$ cat config.mk
export PLATFORM = sky130hd
export DESIGN_NAME = nr_divider_pipe_ctl
export DESIGN_NICKNAME = d
export VERILOG_FILES = /design/src/rtl/nr_divider_pipe_ctl.sv
export SDC_FILE = /design/constraint.sdc
export NUM_CORES = 1
export LEC_CHECK = 0
export CORE_UTILIZATION = 45
export DETAILED_ROUTE_END_ITERATION = 8
export GPL_ROUTABILITY_DRIVEN = 0
export PLACE_DENSITY = 0.74
export SLEW_MARGIN = 40
export SYNTH_ARGS = -nofsm -noshare
export SYNTH_HDL_FRONTEND = slang
export SYNTH_SLANG_ARGS = --single-unit
$ cat constraint.sdc
create_clock -name clk -period 6.8 [get_ports clk]
set_clock_uncertainty 0.1 [all_clocks]
set_input_delay 1.36 -clock clk [delete_from_list [all_inputs] [get_ports clk]]
set_output_delay 1.36 -clock clk [all_outputs]
set_load 0.02 [all_outputs]
$ cat src/rtl/nr_divider_pipe_ctl.sv
// nr_divider_pipe_ctl: multi-cycle non-restoring divider with valid/ready handshakes.
// Retires K quotient bits per ITER cycle; signed and unsigned operation.
// Zero divisor and signed MIN/-1 produce defined results flagged by
// div_by_zero / overflow instead of iterating.
// Ports:
//   clk, rst                  clock, synchronous active-high reset
//   in_valid/in_ready         operand handshake (in_ready high only when idle)
//   dividend, divisor         WIDTH-bit operands, sampled on accept
//   signed_op                 1 = two's-complement operation, sampled on accept
//   out_valid/out_ready       result handshake, result held until accepted
//   quotient, remainder       WIDTH-bit result, stable while out_valid
//   div_by_zero, overflow     result qualifiers, valid with out_valid
//   busy                      high from accept until result handshake completes
module nr_divider_pipe_ctl #(
  parameter int unsigned WIDTH = 16,
  parameter int unsigned K     = 1,
  parameter int unsigned CNT_W = $clog2(WIDTH / K + 1)
) (
  input  logic             clk,
  input  logic             rst,
  input  logic             in_valid,
  output logic             in_ready,
  input  logic [WIDTH-1:0] dividend,
  input  logic [WIDTH-1:0] divisor,
  input  logic             signed_op,
  output logic             out_valid,
  input  logic             out_ready,
  output logic [WIDTH-1:0] quotient,
  output logic [WIDTH-1:0] remainder,
  output logic             div_by_zero,
  output logic             overflow,
  output logic             busy
);

  localparam int unsigned    N_ITER = WIDTH / K;
  localparam logic [WIDTH-1:0] MIN_V = {1'b1, {(WIDTH - 1){1'b0}}};

  typedef enum logic [2:0] {
    S_IDLE, S_SETUP, S_ITER, S_CORRECT, S_HOLD
  } state_e;

  state_e           state_q;
  logic [WIDTH:0]   a_q;        // signed partial remainder, one guard bit
  logic [WIDTH-1:0] q_q;        // operand then quotient shift register
  logic [WIDTH-1:0] d_q;        // divisor (magnitude after SETUP)
  logic [CNT_W-1:0] cnt_q;
  logic             sop_q, sq_q, sr_q;
  logic             in_ready_q, busy_q, out_valid_q, dbz_q, ovf_q;
  logic [WIDTH-1:0] quo_q, rem_q;

  logic [WIDTH:0]   d_ext;
  logic [WIDTH:0]   a_d, a_sh;
  logic [WIDTH-1:0] q_d;
  logic [WIDTH-1:0] r_mag, q_fin, r_fin;

  // Magnitude of an operand; MIN maps onto itself, which reads as 2^(WIDTH-1) unsigned.
  function automatic logic [WIDTH-1:0] mag(input logic [WIDTH-1:0] x, input logic s);
    return (s && x[WIDTH-1]) ? WIDTH'(-x) : x;
  endfunction

  assign d_ext = {1'b0, d_q};

  // K chained non-restoring steps per ITER cycle.
  always_comb begin
    a_d  = a_q;
    q_d  = q_q;
    a_sh = '0;
    for (int unsigned i = 0; i < K; i++) begin
      a_sh = {a_d[WIDTH-1:0], q_d[WIDTH-1]};
      if (!a_d[WIDTH]) a_sh = a_sh - d_ext;
      else             a_sh = a_sh + d_ext;
      q_d = {q_d[WIDTH-2:0], ~a_sh[WIDTH]};
      a_d = a_sh;
    end
  end

  // Final remainder restore (result lies in [0, D), so WIDTH bits suffice) and sign fix.
  always_comb begin
    r_mag = a_q[WIDTH] ? (a_q[WIDTH-1:0] + d_q) : a_q[WIDTH-1:0];
    q_fin = sq_q ? WIDTH'(-q_q) : q_q;
    r_fin = sr_q ? WIDTH'(-r_mag) : r_mag;
  end

  // Control FSM with datapath and registered outputs.
  always_ff @(posedge clk) begin
    if (rst) begin
      state_q     <= S_IDLE;
      a_q         <= '0;
      q_q         <= '0;
      d_q         <= '0;
      cnt_q       <= '0;
      sop_q       <= 1'b0;
      sq_q        <= 1'b0;
      sr_q        <= 1'b0;
      in_ready_q  <= 1'b1;
      busy_q      <= 1'b0;
      out_valid_q <= 1'b0;
      dbz_q       <= 1'b0;
      ovf_q       <= 1'b0;
      quo_q       <= '0;
      rem_q       <= '0;
    end else begin
      case (state_q)
        S_IDLE: begin
          if (in_valid) begin
            q_q        <= dividend;
            d_q        <= divisor;
            sop_q      <= signed_op;
            in_ready_q <= 1'b0;
            busy_q     <= 1'b1;
            state_q    <= S_SETUP;
          end
        end
        S_SETUP: begin
          if (d_q == '0) begin
            quo_q       <= '1;
            rem_q       <= q_q;
            dbz_q       <= 1'b1;
            out_valid_q <= 1'b1;
            state_q     <= S_HOLD;
          end else if (sop_q && q_q == MIN_V && d_q == '1) begin
            quo_q       <= MIN_V;
            rem_q       <= '0;
            ovf_q       <= 1'b1;
            out_valid_q <= 1'b1;
            state_q     <= S_HOLD;
          end else begin
            a_q     <= '0;
            q_q     <= mag(q_q, sop_q);
            d_q     <= mag(d_q, sop_q);
            cnt_q   <= CNT_W'(N_ITER);
            sq_q    <= sop_q && (q_q[WIDTH-1] ^ d_q[WIDTH-1]);
            sr_q    <= sop_q && q_q[WIDTH-1];
            state_q <= S_ITER;
          end
        end
        S_ITER: begin
          a_q   <= a_d;
          q_q   <= q_d;
          cnt_q <= cnt_q - CNT_W'(1);
          if (cnt_q == CNT_W'(1)) state_q <= S_CORRECT;
        end
        S_CORRECT: begin
          quo_q       <= q_fin;
          rem_q       <= r_fin;
          out_valid_q <= 1'b1;
          state_q     <= S_HOLD;
        end
        S_HOLD: begin
          if (out_ready) begin
            out_valid_q <= 1'b0;
            dbz_q       <= 1'b0;
            ovf_q       <= 1'b0;
            in_ready_q  <= 1'b1;
            busy_q      <= 1'b0;
            state_q     <= S_IDLE;
          end
        end
        default: state_q <= S_IDLE;
      endcase
    end
  end

  assign in_ready    = in_ready_q;
  assign busy        = busy_q;
  assign out_valid   = out_valid_q;
  assign quotient    = quo_q;
  assign remainder   = rem_q;
  assign div_by_zero = dbz_q;
  assign overflow    = ovf_q;

endmodule
==> results of run 1 <==
==> tightest hold or removal path: stages, from the launching register on <==
cell	delay (ns)
sky130_fd_sc_hd__dfxtp_1	0.31
sky130_fd_sc_hd__inv_1	0.04
sky130_fd_sc_hd__a21boi_0	0.06
==> Yosys cell counts, types with 5 or more instances <==
master,instances,share of area [%]
sky130_fd_sc_hd__o22ai_1,6,0.51
sky130_fd_sc_hd__and3_1,5,0.42
sky130_fd_sc_hd__nor3_1,34,2.3
sky130_fd_sc_hd__nand4_1,6,0.51
sky130_fd_sc_hd__or3_1,20,1.7
sky130_fd_sc_hd__ha_1,37,6.3
sky130_fd_sc_hd__or2_2,6,0.51
sky130_fd_sc_hd__nor2_1,117,6.0
sky130_fd_sc_hd__buf_1,6,0.31
sky130_fd_sc_hd__a22oi_1,31,3.2
sky130_fd_sc_hd__a21oi_1,66,4.5
sky130_fd_sc_hd__or4_1,6,0.61
sky130_fd_sc_hd__a221oi_1,11,1.3
sky130_fd_sc_hd__o21bai_1,5,0.51
sky130_fd_sc_hd__xor2_1,30,3.6
sky130_fd_sc_hd__dfxtp_1,97,26
sky130_fd_sc_hd__o21ai_0,45,3.1
sky130_fd_sc_hd__o211ai_1,10,1.0
sky130_fd_sc_hd__nand2b_1,15,1.3
sky130_fd_sc_hd__nor3b_1,10,1.0
sky130_fd_sc_hd__nand3_1,25,1.7
sky130_fd_sc_hd__a211oi_1,26,2.6
sky130_fd_sc_hd__nand2_1,92,4.7
sky130_fd_sc_hd__clkbuf_1,70,3.6
sky130_fd_sc_hd__a21o_1,6,0.61
sky130_fd_sc_hd__nand3b_1,5,0.51
sky130_fd_sc_hd__inv_1,21,1.1
sky130_fd_sc_hd__and2_1,6,0.51
sky130_fd_sc_hd__o31ai_1,22,2.2
sky130_fd_sc_hd__a211o_1,6,0.71
sky130_fd_sc_hd__a31oi_1,12,1.0
sky130_fd_sc_hd__o21a_1,9,0.92
sky130_fd_sc_hd__nor4_1,8,0.68
sky130_fd_sc_hd__nor2b_1,6,0.51
sky130_fd_sc_hd__mux2i_1,12,1.6
sky130_fd_sc_hd__xnor2_1,32,3.8
==> power by group through the flow <==
| stage | Clock, uW | Sequential (uW) | Combinational, uW |
|---|---|---|---|
| 2_1_floorplan | 0 | 691 | 809 |
| 3_3_place_gp | 0 | 760 | 976 |
| 3_5_place_dp | 0 | 761 | 991 |
| 4_1_cts | 534 | 748 | 1000 |
| 5_1_grt | 553 | 762 | 1120 |
| 6_report | 529 | 754 | 1020 |
==> how the worst max path moves through the flow <==
stage	cells past startpoint	start	slack, ns	end
6_report	12	d_q[1]$_SDFFE_PP0P_	2.84	a_q[14]$_SDFFE_PP0P_
2_1_floorplan	15	a_q[16]$_SDFFE_PP0P_	2.81	a_q[14]$_SDFFE_PP0P_
4_1_cts	14	d_q[1]$_SDFFE_PP0P_	2.90	a_q[15]$_SDFFE_PP0P_
5_1_grt	14	d_q[1]$_SDFFE_PP0P_	2.50	a_q[15]$_SDFFE_PP0P_
3_3_place_gp	8	in_valid	2.65	d_q[1]$_SDFFE_PP0P_
3_5_place_dp	8	in_valid	2.91	d_q[1]$_SDFFE_PP0P_
==> final cells by class <==
type,instances,area [sq um]
inverters,21,78.8
repair buffers,81,792
fillers,1540,7480
multi-input cells,787,5090
well taps,216,270
clock buffers,12,246
flip-flops and latches,97,1940
clock inverters,4,51.3
==> kinds of logic (layout without fill, tap and decap cells) <==
logic type      Yosys count  count (layout)  share of synthesized area, %
xor+xnor                 62              62                          7.36
simple gates            376             376                          24.7
compound gates          296             296                          27.6
buf+inv                 100             118                          5.23
mux                      14              14                          1.93
flops                    97              97                          26.3
fa+ha+maj                39              39                          6.82
==> routing by layer <==
layer	GRT usage, %	wire length (um)	share of wire (%)
met3	4.43	1910	8.6
met4	8.96	452	2.0
met2	40.9	9930	45
met5	0	0	0
met1	37.5	9870	45
==> flip-flops by register name, summed over array words and instances (netlist names) <==
name and flops:
a_q 17, d_q 16, q_q 16, quotient 16, remainder 16, cnt_q 5
state_q 3, busy 1, div_by_zero 1, in_ready 1, out_valid 1, overflow 1
sop_q 1, sq_q 1, sr_q 1
==> per-stage QoR <==
stage | utilization, % | worst slack [ns] | instance area [sq um] | instances
floorplan | - | 2.81 | 7370 | 984
global placement | 51.1 | 2.65 | 8140 | 1202
detailed placement | 51.2 | 2.91 | 8170 | 1202
CTS | 53.1 | 2.90 | 8470 | 1218
global route | 53.1 | 2.50 | 8470 | 1218
finish | 53.1 | 2.84 | 8470 | 1218
==> impl_metrics.py, run 1 <==
metrics = {
    "outcome": {
        "outcome": "complete, no violations",
    },
    "timing": {
        "fin_crit_sh_pct": 58.2,
        "period_minus_slack_ns": 3.96,
        "tns_ns": 0,
        "finalSetupViolations": 0,
        "timing_hold_violations_final": 0,
        "tightestPinTransition_ns": 0.807,
        "final_max_slew_viol_count": 0,
        "rsz0062_at_grt": "no",
        "timing.slew.headroom_pct": 46.2,
        "final.hold.worst_slack_ns": 0.356,
        "max_freq_mhz": 253,
    },
    "power_and_ir_drop": {
        "internal_power_uw": 1350,
        "cellPowerDensity_nw_per_um2": 271,
        "switching_share_pct": 41.4,
        "totalPowerFinal_uw": 2300,
        "vdd.ir_drop.worst_mv": 0.169,
        "power_frac_clock_pct": 23.0,
        "static-leakage-power_uw": 0.00319,
        "switching_power_uw": 952,
        "pwr-share-seq_pct": 32.8,
        "combinationalPowerShare_pct": 44.2,
    },
    "grt": {
        "grt_first_pass_wirelength_um": 34700,
        "grt_max_degree": 104,
        "grt_usage_pct": 26.6,
        "grt_overflow_total": 0,
        "via_count_of_the_first_global_routing_pass": 6633,
        "initial_antenna_violation_count": 0,
    },
    "critical_path": {
        "r2r_setup_slack_ns": 2.84,
        "critPathTopFamily": "simple AND/OR/NAND/NOR gates",
        "critPathBufInv": 0,
        "arr_time_crit_path_ns": 4.07,
        "timing.rr.end": "a_q[14]$_SDFFE_PP0P_",
        "crit_top_cell": "sky130_fd_sc_hd__nor2_1",
        "setup.worst_path.end_class": "flop",
        "worstRegToRegCells": 12,
        "critical_path_required_ns": 6.91,
        "critical_path.slowest_cell": "sky130_fd_sc_hd__nor4_1",
        "path_cells": "nor3_1, nand2_1, nor4_1, nor2_1, xor2_1, ha_1, or2_2, a21oi_1, nor3b_1, or4_1, a32oi_1, nor2_1",
        "setup_cp_type": "reg -> reg",
        "start_of_the_worst_register_to_register_path": "d_q[1]$_SDFFE_PP0P_",
        "critPathMaxStageDelay_ns": 0.58,
        "path_max_fanout": 7,
        "critical_path.startpoint_type": "flop",
    },
    "flow_run": {
        "cap_violations": 0,
    },
    "synth": {
        "fraction_of_synthesis_flops_using_an_asynchronous_set_or_reset_pin_pct": 0,
        "postSynthCellCount": 984,
        "synth-warning-count": 0,
        "synth.cell_area_sq_um": 7370,
        "ys_types": 70,
        "yosys_most_used_dff": "sky130_fd_sc_hd__dfxtp_1",
        "ys_seq_area_share_pct": 26.3,
        "syn-num-nets": 1060,
        "post_synth.cell_area_avg_sq_um": 7.49,
        "synth_enable_flop_cells": 0,
        "synth_seq_cells": 97,
    },
    "min_path": {
        "hold_path_depth": 2,
        "worstHoldEndpoint": "overflow$_SDFFE_PP0P_",
        "hp-class": "reg -> reg",
        "hold_start": "overflow$_SDFFE_PP0P_",
    },
    "clock_network": {
        "path_clk_slew_ns": 0.07,
        "clock_tree.htree_level_count": 3,
        "cts_tree": "done",
        "clockRootBuffer": "sky130_fd_sc_hd__clkbuf_16",
        "cts_post_setup_buffers_inserted": 0,
        "tritoncts.num_buffers": 9,
        "cts.hold.buffers_added": 0,
        "clock_path_buffers": 2,
        "clk-insertion-delay-late_ns": 0.36,
        "clock_sink_count": 97,
        "post_cts.resized_instances": 0,
    },
    "detailed_routing": {
        "drc": 0,
        "initial_detailed_routing_violation_count": 983,
        "drt-total-wl_um": 22200,
        "route.vias.total": 7460,
        "route.detailed.wl_per_inst_um": 18.2,
        "drt.antenna.violating_nets": 0,
        "vias_per_cell": 6.12,
        "detail_route.first_pass.iterations": 6,
    },
    "cells_and_area": {
        "fin_nets": 1073,
        "most_frequent_cells_in_the_layout": "116 x sky130_fd_sc_hd__nor2_1, 97 x sky130_fd_sc_hd__dfxtp_1, 92 x sky130_fd_sc_hd__nand2_1",
        "layout.cells.most_common": "sky130_fd_sc_hd__nor2_1",
        "drive_above_1_share_pct": 4.69,
        "antenna-diode-count": 0,
        "areaGrowthSynthToFinish_pct": 14.8,
    },
    "placed_design": {
        "dp_hpwl_um": 15800,
        "portBuffers": 73,
    },
    "floorplanning": {
        "floorplan.core_area_sq_um": 15900,
        "initial_core_util_pct": 46.3,
        "dieHeight_um": 130,
        "io_pins": 74,
        "design.die.area_sq_um": 16900,
        "die-width_um": 130,
        "core.rowCount": 46,
    },
}
(Power assumes the default switching activity.)
==> run 2, diff against run 1 <==
PLACE_DENSITY = 0.77   (was 0.74)
clock period = 3.2 ns   (was 6.8 ns; I/O delays follow)
==> run 2 against run 1 <==
  * The flow now finishes with violations (negative setup slack)
  * Highest routed layer unchanged
  * Cell count grew 11%
  * Maximum frequency is 20% higher
  * Critical path type unchanged
  * Die area stayed put
==> impl_metrics.py, run 2 (same netlist as run 1, synthesis figures left out) <==
metrics = {
    "outcome": {
        "outcome": "finished with violations",
        "failing_checks": "negative setup slack",
    },
    "floorplanning": {
        "io_pins": 74,
        "initial_core_util_pct": 46.3,
        "dieHeight_um": 130,
        "floorplan.core_area_sq_um": 15900,
        "design.die.area_sq_um": 16900,
        "die-width_um": 130,
        "core.rowCount": 46,
    },
    "grt": {
        "initial_antenna_violation_count": 0,
        "grt_overflow_total": 0,
        "grt_usage_pct": 30.7,
        "grt_max_degree": 61,
        "grt_first_pass_wirelength_um": 40200,
        "via_count_of_the_first_global_routing_pass": 7762,
    },
    "clock_network": {
        "tritoncts.num_buffers": 9,
        "cts_tree": "done",
        "clock_path_buffers": 2,
        "clk-insertion-delay-late_ns": 0.36,
        "clock_tree.htree_level_count": 3,
        "clockRootBuffer": "sky130_fd_sc_hd__clkbuf_16",
        "clock_sink_count": 97,
        "path_clk_slew_ns": 0.08,
    },
    "timing": {
        "period_minus_slack_ns": 3.29,
        "tns_ns": -0.245,
        "rsz0062_at_grt": "yes",
        "finalSetupViolations": 6,
        "final.hold.worst_slack_ns": 0.362,
        "max_freq_mhz": 304,
        "tightestPinTransition_ns": 0.779,
        "final.setup.worst_slack_ns": -0.0892,
        "final_max_slew_viol_count": 0,
        "timing_hold_violations_final": 0,
        "fin_crit_sh_pct": 103,
        "timing.slew.headroom_pct": 47.8,
    },
    "placed_design": {
        "dp_hpwl_um": 18100,
        "dpl.cell_count": 1327,
        "dpl_cell_area_sq_um": 9200,
        "portBuffers": 73,
    },
    "critical_path": {
        "worstRegToRegCells": 12,
        "setup.worst_path.end_class": "flop",
        "critical_path_required_ns": 3.32,
        "critical_path.startpoint_type": "flop",
        "arr_time_crit_path_ns": 3.41,
        "setup_cp_type": "reg -> reg",
        "path_max_fanout": 4,
    },
    "min_path": {
        "hold_path_depth": 2,
        "hp-class": "reg -> reg",
    },
    "detailed_routing": {
        "drt.antenna.violating_nets": 0,
        "detail_route.first_pass.iterations": 6,
        "drc": 0,
        "vias_per_cell": 6.18,
        "route.vias.total": 8333,
        "drt-total-wl_um": 25300,
        "route.detailed.wl_per_inst_um": 18.8,
        "initial_detailed_routing_violation_count": 1104,
    },
    "cells_and_area": {
        "areaGrowthSynthToFinish_pct": 33.3,
        "largest-register": "a_q",
        "drive_above_1_share_pct": 20.7,
        "antenna-diode-count": 0,
        "layout.cells.most_common": "sky130_fd_sc_hd__buf_4",
        "flip_flop_count_of_the_largest_register_after_layout": 17,
        "fin_area_sq_um": 9830,
        "fin_cells": 1348,
        "most_frequent_cells_in_the_layout": "136 x sky130_fd_sc_hd__buf_4, 110 x sky130_fd_sc_hd__nor2_1, 90 x sky130_fd_sc_hd__nand2_1, 90 x sky130_fd_sc_hd__dfxtp_1, 72 x sky130_fd_sc_hd__clkdlybuf4s50_1",
        "fin_nets": 1203,
        "fillCellCount": 1352,
    },
    "flow_run": {
        "cap_violations": 0,
    },
    "power_and_ir_drop": {
        "vdd.ir_drop.worst_mv": 0.400,
        "static-leakage-power_uw": 0.00391,
        "cellPowerDensity_nw_per_um2": 607,
    },
}
## run 2: cell types whose count changed in the layout (fill, tap and decap cells not counted), moves of 5 or more
cell	delta
sky130_fd_sc_hd__nor3_4	+6
sky130_fd_sc_hd__o21ai_0	-9
sky130_fd_sc_hd__o21ai_1	+8
sky130_fd_sc_hd__nor2_2	+5
sky130_fd_sc_hd__dfxtp_2	+5
sky130_fd_sc_hd__nor2_1	-6
sky130_fd_sc_hd__buf_4	+128
sky130_fd_sc_hd__ha_1	-6
sky130_fd_sc_hd__nor3_1	-7
sky130_fd_sc_hd__dfxtp_1	-7
## run 2: layer usage
layer | track usage, % | share of wire (%) | vias up
met4 | 11.8 | 3.4 | 0
li1 | - | - | 3883
met3 | 5.49 | 9.5 | 89
met1 | 42.2 | 43 | 3917
met2 | 47.5 | 44 | 444
met5 | 0 | 0 | -
## run 2: worst max-delay path, cell delays in order (launching register included)
cell and delay, ns:
sky130_fd_sc_hd__dfxtp_2 0.35, sky130_fd_sc_hd__or2_4 0.27, sky130_fd_sc_hd__or4_4 0.43, sky130_fd_sc_hd__or3_4 0.39
sky130_fd_sc_hd__nand2_1 0.10, sky130_fd_sc_hd__xnor2_1 0.13, sky130_fd_sc_hd__ha_1 0.29, sky130_fd_sc_hd__and2_1 0.15
sky130_fd_sc_hd__o21ai_1 0.16, sky130_fd_sc_hd__o21ai_2 0.10, sky130_fd_sc_hd__o41ai_2 0.37, sky130_fd_sc_hd__mux2i_1 0.23
sky130_fd_sc_hd__o41ai_1 0.09
## run 2: worst paths after layout
| check | from | to | slack (ns) |
|---|---|---|---|
| worst min-delay path | overflow$_SDFFE_PP0P_ | overflow$_SDFFE_PP0P_ | 0.36 |
| worst min register to register | overflow$_SDFFE_PP0P_ | overflow$_SDFFE_PP0P_ | 0.36 |
| worst max-delay path | d_q[6]$_SDFFE_PP0P_ | a_q[15]$_SDFFE_PP0P_ | -0.09 |
| worst max register to register | d_q[6]$_SDFFE_PP0P_ | a_q[15]$_SDFFE_PP0P_ | -0.09 |
## run 2: area by class of cell
| class | count | area [sq um] | area share [%] |
|---|---|---|---|
| Sequential cell | 97 | 1960 | 19.9 |
| Inverter | 21 | 78.8 | 0.802 |
| Timing Repair Buffer | 211 | 1780 | 18.2 |
| Tap cell | 216 | 270 | 2.75 |
| Clock buffer | 10 | 239 | 2.43 |
| Multi-Input combinational cell | 787 | 5400 | 55.0 |
| Clock inverter | 6 | 96.3 | 0.980 |
## run 2: power breakdown
group | switching [uW] | internal (uW) | total, uW
Clock | 547 | 718 | 1260
Sequential | 168 | 1340 | 1510
Combinational | 1710 | 1490 | 3190
Total | 2420 | 3540 | 5960
## run 2: what timing repair did
item,CTS,global route
resized for setup,24,41
hold buffers,0,0
buffers inserted,5,2
endpoints found under the setup margin,11,15
endpoints found under the hold margin,0,0
pin swaps,13,15
## run 2: stage by stage
stage | utilization [%] | worst slack (ns) | power [uW]
2_1_floorplan | - | -0.00179 | 3270
3_3_place_gp | 57.7 | -0.105 | 4260
3_5_place_dp | 57.7 | -0.162 | 4320
4_1_cts | 60.7 | -0.0314 | 5680
5_1_grt | 61.6 | -0.223 | 6280
6_report | 61.6 | -0.0892 | 5960
==> RTL edit, RTL diff (config.mk and constraints of run 2) <==
Reset style: asynchronous (`rst`), changed in one clocked block. Comments in the files are not updated.
--- a/src/rtl/nr_divider_pipe_ctl.sv
+++ b/src/rtl/nr_divider_pipe_ctl.sv
@@ -82,7 +82,7 @@
   end
 
   // Control FSM with datapath and registered outputs.
-  always_ff @(posedge clk) begin
+  always_ff @(posedge clk or posedge rst) begin
     if (rst) begin
       state_q     <= S_IDLE;
       a_q         <= '0;
Behaviour: differs if rst is asserted again (counterexample within 4 cycles, from zero or initial values and one cycle with rst high); with rst held inactive, the same outputs for 10 cycles.
==> RTL edit against run 2 <==
The flow still finishes with violations (setup timing). Worst setup slack got worse by 0.68 ns. Design area is 12% higher. Cell count grew 0.15%. Die area shrank 0.22%. Synthesized area shrank 0.22%. Sequential cell count unchanged. Wire length up 9.2%. Largest cell class unchanged.
Power is not compared: it rests on default switching activity, and its combinational part moved more than twofold at a synthesized area within 25%.
==> RTL edit: results (changes against run 2) <==
Status
  • Status: complete, but fails checks
  • Failing checks: setup timing

Worst setup path
  • Crit Path Max Fanout: 3 (-1)
  • Crit Path Class: reg -> reg
  • FF-to-FF End: a_q[14]
  • Slowest-stage cell, CP: or3_4
  • Max stage delay on crit path: 0.40 ns (-0.03 ns)
  • RR Startpoint: d_q[2]
  • Crit path DAT: 4.13 ns (+0.72 ns)
  • R2r worst-path depth: 14 (+2)

Layout
  • Nets@finish: 1205 (+0.17%)
  • Post-route cell area: 0.0110 mm² (+12%)
  • Clock buffer count: 9 (-1)
  • Final instance count without filler cells: 1350 (+0.15%)
  • NonClk Buf Share: 22.7% (+4.5 points)
  • Clock network share of area: 2.77% (-0.65 points)
  • Register area: 0.00243 mm² (+24%)
  • FILL cells: 1106 (-18%)
  • Non-clock inverters: 26 (+24%)
  • Comb_multi_in: 717 (-8.9%)
  • Area of the multi-input gates: 0.00539 mm² (-0.30%)
  • Buffers excl. clock: 278 (+32%)
  • Layout cells sized above 1: 33.6% (+13 points)

Global routing
  • GRT Total Usage: 30.6% (-0.043 points)
  • Largest net degree at the start of global routing: 84 (+38%)
  • First-pass GRT wire length: 39.7 mm (-1.2%)
  • Vias in the first global route: 7760 (-0.026%)

Place
  • Dpl cells: 1295 (-2.4%)
  • Input/output buffers: 73 (unchanged)
  • Hpwl dp: 17.3 mm (-4.6%)
  • Placed Area: 0.00952 mm² (+3.5%)

Route
  • 1st-iter DRT viols: 887 (-20%)
  • Vias: 8381 (+0.58%)
  • Routed WL: 27.6 mm (+9.2%)

STA
  • Setup ws final: -0.769 ns (-0.680 ns)
  • Worst Tran Pin Value: 0.843 ns (+0.0641 ns)
  • Setup TNS: -8.17 ns (-7.92 ns)
  • Worst Hold Slack: 0.394 ns (+0.0318 ns)
  • Final setup fails: 51 (+45)

Logic synthesis
  • Part of the Yosys area used for sequential elements: 33.0% (+6.7 points)
  • Leading post-synthesis cells by cell area: dfrtp_1 (33%), ha_1 (6.3%), nand2_1 (4.9%)
  • Top post-synthesis cells by count: dfrtp_1 (96), nand2_1 (96), nor2_1 (78), a21oi_1 (65), o21ai_1 (55)
  • Syn Inst Count: 902 (-8.3%)
  • Asr flop ratio synth: 100% (+100 points)
  • Main synth FF type: dfrtp_1
  • Distinct cells, synth: 84 (+20%)
  • Syn Nets: 978 (-7.7%)

Clock network
  • Post-CTS Setup Repair Bufs: 20 (+15)
  • Resize count post-CTS: 66 (+180%)

Hold path
  • Worst Hold Depth: 1 (-1)
  • Worst Hold End: out_valid
  • Hold Startpoint: out_valid
RTL edit: changes by cell type after synthesis, moves of 21 or more:
cell      delta
dfxtp_1     -97
dfrtp_1     +96
o21ai_1     +55
nor2_1      -39
a22oi_1     -25
clkbuf_1    -25
o21ai_0     -21
RTL edit: logic make-up after synthesis:
family,share of synthesized area (%)
compound gates,23.3
xor+xnor,8.16
fa+ha+maj,6.84
buf+inv,4.86
flops,33.0
mux,1.45
simple gates,22.4
RTL edit: critical path: cells and delay by family (launching register included):
| family | cells | cell delay [ns] |
|---|---|---|
| adders and majority gates | 1 | 0.33 |
| xor gates and xnor gates | 1 | 0.18 |
| and+or+nand+nor | 6 | 1.69 |
| buffers and inverters | 1 | 0.16 |
| AOI/OAI and AO/OA | 5 | 1.02 |
| DFF | 1 | 0.38 |
RTL edit: per-layer routing:
layer	global-route usage, %	routed length [µm]
met3	5.74	2600
met2	49.5	12800
met5	0	0
met4	15.0	1400
met1	39.4	10900
